**src/rtl/decoder_pkg.sv**
```systemverilog
// Shared definitions for the decode queue: field offsets, the branch-class
// bit position and the decoded-bundle record stored in each queue entry.
// Optional feature macro: DECODE_ILLEGAL_EN adds a per-entry illegal flag.
package decoder_pkg;

  localparam int OP_WIDTH      = 4;
  localparam int IMM_WIDTH     = 16;
  // Widest register specifier the stored bundle can carry; narrower
  // specifiers occupy the low bits and the rest stay zero.
  localparam int MAX_REG_WIDTH = 8;

  // Field positions, expressed as MSB indices relative to the word width.
  function automatic int op1Msb(input int w);
    return w - 1;
  endfunction

  function automatic int op2Msb(input int w);
    return w - 5;
  endfunction

  function automatic int fieldAMsb(input int w);
    return w - 9;
  endfunction

  function automatic int fieldBMsb(input int w, input int r);
    return w - 9 - r;
  endfunction

  function automatic int fieldCMsb(input int w, input int r);
    return w - 9 - 2 * r;
  endfunction

  // A set bit here marks a branch-class instruction, which swaps the
  // source specifier selection.
  function automatic int branchBit(input int w);
    return w - 2;
  endfunction

  typedef struct packed {
    logic [OP_WIDTH-1:0]      op1;
    logic [OP_WIDTH-1:0]      op2;
    logic [MAX_REG_WIDTH-1:0] rd;
    logic [MAX_REG_WIDTH-1:0] rs1;
    logic [MAX_REG_WIDTH-1:0] rs2;
    logic [IMM_WIDTH-1:0]     imm16;
`ifdef DECODE_ILLEGAL_EN
    logic                     illegal;
`endif
  } decoded_t;

endpackage

```
**src/rtl/field_extract.sv**
```systemverilog
// Pure combinational field extraction for one instruction word, producing
// the decoded bundle that the queue stores.
// Optional feature macro: DECODE_ILLEGAL_EN adds the illegal-opcode flag.
module field_extract
  import decoder_pkg::*;
#(
  parameter int INSTR_WIDTH = 32,
  parameter int REG_WIDTH   = 4
`ifdef DECODE_ILLEGAL_EN
  ,
  parameter logic [15:0] LEGAL_OP1_MASK = 16'hFFFF
`endif
) (
  input  logic [INSTR_WIDTH-1:0] instr_i,
  output decoded_t               bundle_o
);

  localparam int OP1_MSB = op1Msb(INSTR_WIDTH);
  localparam int OP2_MSB = op2Msb(INSTR_WIDTH);
  localparam int A_MSB   = fieldAMsb(INSTR_WIDTH);
  localparam int B_MSB   = fieldBMsb(INSTR_WIDTH, REG_WIDTH);
  localparam int C_MSB   = fieldCMsb(INSTR_WIDTH, REG_WIDTH);
  localparam int BR_BIT  = branchBit(INSTR_WIDTH);

  logic [OP_WIDTH-1:0]  op1Field;
  logic [OP_WIDTH-1:0]  op2Field;
  logic [REG_WIDTH-1:0] fieldA;
  logic [REG_WIDTH-1:0] fieldB;
  logic [REG_WIDTH-1:0] fieldC;
  logic                 isBranch;
  logic                 unusedInstr;

  assign op1Field = instr_i[OP1_MSB -: OP_WIDTH];
  assign op2Field = instr_i[OP2_MSB -: OP_WIDTH];
  assign fieldA   = instr_i[A_MSB -: REG_WIDTH];
  assign fieldB   = instr_i[B_MSB -: REG_WIDTH];
  assign fieldC   = instr_i[C_MSB -: REG_WIDTH];
  assign isBranch = instr_i[BR_BIT];

  // Some widths leave gap bits between the specifiers and the immediate.
  assign unusedInstr = ^instr_i;

  // Assemble the bundle; branches read their sources from A/B, others from B/C.
  always_comb begin
    bundle_o       = '0;
    bundle_o.op1   = op1Field;
    bundle_o.op2   = op2Field;
    bundle_o.rd[REG_WIDTH-1:0] = fieldA;
    if (isBranch) begin
      bundle_o.rs1[REG_WIDTH-1:0] = fieldA;
      bundle_o.rs2[REG_WIDTH-1:0] = fieldB;
    end else begin
      bundle_o.rs1[REG_WIDTH-1:0] = fieldB;
      bundle_o.rs2[REG_WIDTH-1:0] = fieldC;
    end
    bundle_o.imm16 = instr_i[IMM_WIDTH-1:0];
`ifdef DECODE_ILLEGAL_EN
    bundle_o.illegal = ~LEGAL_OP1_MASK[op1Field];
`endif
  end

endmodule

```
**src/rtl/decode_queue.sv**
```systemverilog
// Decode queue: instructions are decoded as they are pushed and the decoded
// bundles are held in a small circular buffer; the head is presented
// combinationally with a valid/ready handshake on each side.
// Optional feature macro: DECODE_ILLEGAL_EN adds LEGAL_OP1_MASK and 'illegal'.
module decode_queue
  import decoder_pkg::*;
#(
  parameter int INSTR_WIDTH = 32,
  parameter int REG_WIDTH   = 4,
  parameter int DATA_WIDTH  = 32,
  parameter int DEPTH       = 4
`ifdef DECODE_ILLEGAL_EN
  ,
  parameter logic [15:0] LEGAL_OP1_MASK = 16'hFFFF
`endif
) (
  input  logic                   clk,
  input  logic                   reset,
  input  logic                   flush,
  input  logic                   in_valid,
  input  logic [INSTR_WIDTH-1:0] in_instr,
  output logic                   in_ready,
  output logic                   out_valid,
  input  logic                   out_ready,
  output logic [3:0]             op1,
  output logic [3:0]             op2,
  output logic [REG_WIDTH-1:0]   rd,
  output logic [REG_WIDTH-1:0]   rs1,
  output logic [REG_WIDTH-1:0]   rs2,
  output logic [15:0]            imm16,
  output logic [DATA_WIDTH-1:0]  imm_ext,
  output logic [$clog2(DEPTH):0] count
`ifdef DECODE_ILLEGAL_EN
  ,
  output logic                   illegal
`endif
);

  localparam int PTR_W = $clog2(DEPTH);
  localparam int CNT_W = PTR_W + 1;
  localparam logic [PTR_W-1:0] PTR_ONE   = 1;
  localparam logic [CNT_W-1:0] CNT_ONE   = 1;
  localparam logic [CNT_W-1:0] DEPTH_CNT = CNT_W'(DEPTH);

  decoded_t             mem_q [DEPTH];
  decoded_t             pushEntry;
  decoded_t             head;
  logic [PTR_W-1:0]     wrPtr_q, wrPtr_d;
  logic [PTR_W-1:0]     rdPtr_q, rdPtr_d;
  logic [CNT_W-1:0]     count_q, count_d;
  logic                 doPush;
  logic                 doPop;
  logic                 unusedHead;

  field_extract #(
    .INSTR_WIDTH(INSTR_WIDTH),
    .REG_WIDTH  (REG_WIDTH)
`ifdef DECODE_ILLEGAL_EN
    ,
    .LEGAL_OP1_MASK(LEGAL_OP1_MASK)
`endif
  ) u_extract (
    .instr_i (in_instr),
    .bundle_o(pushEntry)
  );

  assign in_ready  = (count_q < DEPTH_CNT);
  assign out_valid = (count_q != '0);
  assign doPush    = in_valid & in_ready;
  assign doPop     = out_valid & out_ready;

  // Pointer and occupancy update; flush discards any same-cycle handshakes.
  always_comb begin
    wrPtr_d = wrPtr_q;
    rdPtr_d = rdPtr_q;
    count_d = count_q;
    if (flush) begin
      wrPtr_d = '0;
      rdPtr_d = '0;
      count_d = '0;
    end else begin
      if (doPush) wrPtr_d = wrPtr_q + PTR_ONE;
      if (doPop)  rdPtr_d = rdPtr_q + PTR_ONE;
      if (doPush && !doPop)      count_d = count_q + CNT_ONE;
      else if (doPop && !doPush) count_d = count_q - CNT_ONE;
    end
  end

  // Control state register; reset overrides flush and handshakes.
  always_ff @(posedge clk) begin
    if (reset) begin
      wrPtr_q <= '0;
      rdPtr_q <= '0;
      count_q <= '0;
    end else begin
      wrPtr_q <= wrPtr_d;
      rdPtr_q <= rdPtr_d;
      count_q <= count_d;
    end
  end

  // Entry storage is never cleared; only accepted, non-flushed pushes write it.
  always_ff @(posedge clk) begin
    if (!reset && !flush && doPush) begin
      mem_q[wrPtr_q] <= pushEntry;
    end
  end

  assign head       = mem_q[rdPtr_q];
  assign unusedHead = ^head;

  // Head fields straight from storage; imm_ext is the sign-extended immediate.
  always_comb begin
    op1     = head.op1;
    op2     = head.op2;
    rd      = head.rd[REG_WIDTH-1:0];
    rs1     = head.rs1[REG_WIDTH-1:0];
    rs2     = head.rs2[REG_WIDTH-1:0];
    imm16   = head.imm16;
    imm_ext = DATA_WIDTH'($signed(head.imm16));
`ifdef DECODE_ILLEGAL_EN
    illegal = head.illegal;
`endif
  end

  assign count = count_q;

endmodule
```
**config.mk**
```make
export PLATFORM = sky130hd
export DESIGN_NAME = decode_queue
export DESIGN_NICKNAME = d
export VERILOG_FILES = /design/src/rtl/decoder_pkg.sv /design/src/rtl/field_extract.sv /design/src/rtl/decode_queue.sv
export SDC_FILE = /design/constraint.sdc
export NUM_CORES = 1
export LEC_CHECK = 0
export ABC_AREA = 1
export CORE_MARGIN = 4
export CORE_UTILIZATION = 51
export DETAILED_ROUTE_END_ITERATION = 7
export HOLD_SLACK_MARGIN = 0.08
export PLACE_DENSITY = 0.76
export SLEW_MARGIN = 20
export SYNTH_ARGS = -nofsm -noshare
export SYNTH_HDL_FRONTEND = slang
export SYNTH_SLANG_ARGS = --single-unit
```
**constraint.sdc**
```tcl
create_clock -name clk -period 6.2 [get_ports clk]
set_input_delay 0.93 -clock clk [delete_from_list [all_inputs] [get_ports clk]]
set_output_delay 0.93 -clock clk [all_outputs]
set_load 0.005 [all_outputs]
```
# After elaboration in Yosys (flattened, before gate mapping)
# Memory sizes are Yosys's and may differ from the RTL's. A register that Yosys moved wholly into a read port is not among the register bits.
# Index checks and enable logic that the tools add are counted.
[word_totals]
reg_bits = 7
mem_bits_rw = 144
input_bits = 37
output_inout_bits = 73
word_cells = 30
n_memories = 1
[mem_list]
columns = ["name", "words", "word_bits", "read_ports", "rd_ports_with_merged_regs", "write_ports", "line", "text"]
rows = [
  ["mem_q", 4, 36, 1, 1, 1, "decode_queue.sv:45", "decoded_t mem_q [DEPTH];"],
]
[op_classes]
addsub = 4
order_cmp = 1
n_mux = 8
bitwise_logic = 2
n_reduce_logical = 11
[ops]
columns = ["operator", "n"]
rows = [
  ["$mux 4", 2],
  ["$mux 3", 2],
  ["$add 2x1->2 const B", 2],
  ["$logic_and 1x1->1", 4],
  ["$logic_not 1->1", 4],
  ["$mux 2", 2],
  ["$add 3x1->3 const B", 1],
  ["$lt 3x3->1 const B", 1],
  ["$reduce_bool 3->1", 1],
  ["$sub 3x1->3 const B", 1],
  ["$and 1x1->1", 2],
  ["$mux 1", 2],
  ["$reduce_bool 2->1", 1],
  ["$reduce_or 2->1", 1],
]

# Logic depth before layout (Yosys ltp)
[depth]
ltp_word = 6
depth_mapped = 12
mapped_depth_nobuf = 12

# Hierarchy
# From an unflattened synthesis, not the netlist that was laid out.
[unflattened]
hier_cells = 513
area_unflattened_um2 = 6487.5
[modules_own_cells]
columns = ["module", "instances", "cells_per_inst", "area_each_um2"]
rows = [
  ["decode_queue", 1, 446, 6078.3],
  ["field_extract", 1, 67, 409.1],
]

# Worst setup path before layout
# No wires, ideal clock.
[synth_timing]
path_kind = "input to register"
startpoint = "input port flush"
endpoint = "memory mem_q[0][0] (netlist name) (enable)"
arrival_ns = 2.815
required_time_ns = 5.771
slack_ns = 2.956
stages = 3
path_cell_list = "nor2_1 > nand2_1 > nor2_1"
[synth_between]
elab_chain_len = 5
[synth_lines]
columns = ["item", "line", "text"]
rows = [
  ["start: declaration", "decode_queue.sv:19", "input logic flush,"],
  ["$logic_not 1->1", "decode_queue.sv:104", "if (!reset && !flush && doPush) begin"],
  ["$logic_and 1x1->1 (2 in series)", "decode_queue.sv:104", ""],
  ["$mux 1", "decode_queue.sv:104", ""],
  ["$mux 1 (not written as such)", "decode_queue.sv:105", "mem_q[wrPtr_q] <= pushEntry;"],
  ["end: declaration", "decode_queue.sv:45", ""],
]
# No other way between the ends.

==> metrics.txt <==
Final Cell Area=8020 um2; Rel. slew slack=46.7%; count of final setup violators=0; P&R area growth vs syn=24.5%; Leakage Power=0.00271 uW; global route overflow=0; largest net degree at the start of global routing=73; number of global-route vias before repair=about 3700; RSZ-0062 raised after global routing=no; WHS=approximately 500 ps; initial drt markers=320; Synth cell types=23; CTS Buf Count=17; Synth Warn #=0; syn nets=509; transition time of the tightest slew-check pin=800 ps; CP Capture Type=output pin; worst hold path class=reg -> reg; Detail Placement HPWL=7.37 mm; die height=120 um; Comb power frac=8.2%; Starting Density=a little over half; Via Count=between 3000 and 4000; Max-Cap Viols=0; CP Launch Type=register; initial antenna violation count=0; post-layout utilization of the core=between 60 and 70%; final net count=between 500 and 600; ys flop type=edfxtp_1; dominant cells by area after synthesis=edfxtp_1, buf_4, nor2_1, o22ai_2, o21ai_2; GRT Total Usage=between 10% and 20%; Die X=approximately 120 um; H-tree levels=4; global-route wire length before repair=19.1 mm; Fmax=0.276 GHz; post-CTS setup buffer count=0; Syn Std Cell Area=about 6400 um2; Final Wtd Congestion=just under 0.8; DIE AREA=approximately 14000 um2; Worst Skew=6.49 ps; Buffers on Ports=109; P_sw=461 uW; most common cell in the netlist=edfxtp_1; Multi-input gate area=1440 um2; internal power=1870 uW; Routed Antenna Nets=0; via/cell ratio=roughly 5.2; IO Count=110; Clk pwr share=42.2%; Max VDD drop=around 0.22 mV; CTS tree=yes; Register Area=4510 um2; Fillers=878; Tcrit/Tclk final=58.5%; clock tree buffer depth=2; post-CTS sizing=0; sw frac=19.8%; Worst EP required=5270 ps; cell taking the most area after synthesis=edfxtp_1; Reg power frac=49.6%; Sum Neg Setup Slack=0 ps; Worst R2R Path Depth=7; antenna fix cells=0; layout cells sized above 1=around 18%; Reg clk slew, reported paths=60 ps; Cell Pwr Density=~290 nW/um2; Clock Latency Late Sink=400 ps; Tmin final=3630 ps; post-placement cell count=691; area share of the largest cell type after synthesis=around 67%; status=complete, no violations; Residual DRC=0; DRT Pass-1 Iters=5; R2R Setup Slk=4210 ps; number of enable flip-flop cells after synthesis=roughly 140; Core Box Area=12200 um2; WS Path Type=reg -> out; Avg Cell Area, Syn=13.8 um2; worst-path fanout max=37; asr flop ratio synth=0%; Hold Fails Final Rpt=0; top cells by count, synth=edfxtp_1, nor2_1, buf_4; sequential area share after synthesis=a little over two thirds; Critical Path AT=2700 ps; Non-Filler Instances=725; Root Driver=clkbuf_16; cts hold-fix bufs=0; mean routed wirelength per cell=16.9 um; end of the critical path=imm_ext[20]; Area after DPL=7390 um2; #FFs+latches synth=153; DRT Wirelength=12.3 mm; Pins Over Slew Limit=0; Syn Inst Count=466; Core Rows=40; RR Startpoint=count[2]$_SDFFE_PP0P_; Worst R2R End=mem_q[3][17]$_DFFE_PP_; Sink Count=153
[stage by stage]
step | total power, uW | setup WS, ps
detailed placement | 1370 | 2920
CTS | 2350 | 2510
floorplan | 1280 | 2960
finish | 2330 | 2570
global route | 2410 | 2370
global placement | 1360 | 2940
[worst min path at each step]
| stage | from | to | slack [ps] | cells past startpoint |
|---|---|---|---|---|
| 3_5_place_dp | rdPtr_q[0]$_SDFFE_PP0P_ | register | 490 | 2 |
| 3_3_place_gp | rdPtr_q[0]$_SDFFE_PP0P_ | register | 480 | 2 |
| 2_1_floorplan | rdPtr_q[1]$_SDFFE_PP0P_ | register | 460 | 2 |
| 4_1_cts | rdPtr_q[0]$_SDFFE_PP0P_ | register | 500 | 2 |
| 6_report | rdPtr_q[0]$_SDFFE_PP0P_ | register | 500 | 2 |
| 5_1_grt | rdPtr_q[0]$_SDFFE_PP0P_ | register | 530 | 2 |
[cell usage in the layout (no fill, tap or decap)]
| cell type | n |
|---|---|
| clkinv_2 | 2 |
| clkbuf_16 | 17 |
| clkinvlp_4 | 2 |
| nand2_2 | 1 |
| nor2_2 | 16 |
| dfxtp_1 | 7 |
| clkbuf_1 | 3 |
| o21ai_0 | 20 |
| clkdlybuf4s50_1 | 109 |
| clkinv_8 | 1 |
| buf_4 | 1 |
| nor2_1 | 64 |
| bufinv_16 | 3 |
| dfxtp_2 | 2 |
| buf_12 | 2 |
| o21ai_1 | 35 |
| inv_2 | 1 |
| edfxtp_1 | 144 |
| nand2_1 | 18 |
| ha_1 | 5 |
| buf_16 | 2 |
| o22ai_2 | 18 |
| nor2_4 | 4 |
| clkinv_1 | 4 |
| inv_8 | 1 |
| fa_1 | 1 |
| o22ai_1 | 18 |
| a21oi_1 | 11 |
| buf_8 | 1 |
| inv_1 | 17 |
| o21ai_2 | 24 |
| nand3_1 | 3 |
[logic make-up (layout without fill, tap and decap cells)]
logic type	after synthesis	after routing	synth area share, %
flip-flops	153	153	69.9
adder cells (fa/ha/maj)	6	6	1.28
buffers and inverters	75	166	8.27
AO/OA/AOI/OAI	126	126	13.6
AND/OR/NAND/NOR	106	106	6.89
[state kept, by name, indices dropped and copies added (netlist names), named ones only]
register,cells
count,3
mem_q,144
rdPtr_q,2
wrPtr_q,2
[layout make-up]
type	instances	share of cell area (%)
clock buffers	20	5.44
clock inverters	11	1.62
inverters	20	1.19
multi-input cells	238	17.9
flip-flops and latches	153	56.2
well taps	168	2.62
repair buffers	115	15.1
[critical path, cell delays in order (launching register included)]
cell,delay [ps]
dfxtp_2,850
o21ai_0,230
o22ai_2,560
clkdlybuf4s50_1,640
[power by group through the flow]
stage	Combinational (uW)	Sequential, uW	Clock [uW]
5_1_grt	210	1160	1050
6_report	192	1160	984
2_1_floorplan	101	1180	0
3_5_place_dp	191	1180	0
4_1_cts	193	1160	997
3_3_place_gp	186	1180	0
[metal layers]
| layer | global-route usage (%) | share of wire (%) |
|---|---|---|
| met5 | 0 | 0 |
| met1 | 21.0 | 41 |
| met2 | 28.3 | 51 |
| met3 | 5.33 | 7.1 |
| met4 | 5.88 | 1.0 |
No activity file was read; power rests on OpenSTA's default activity.
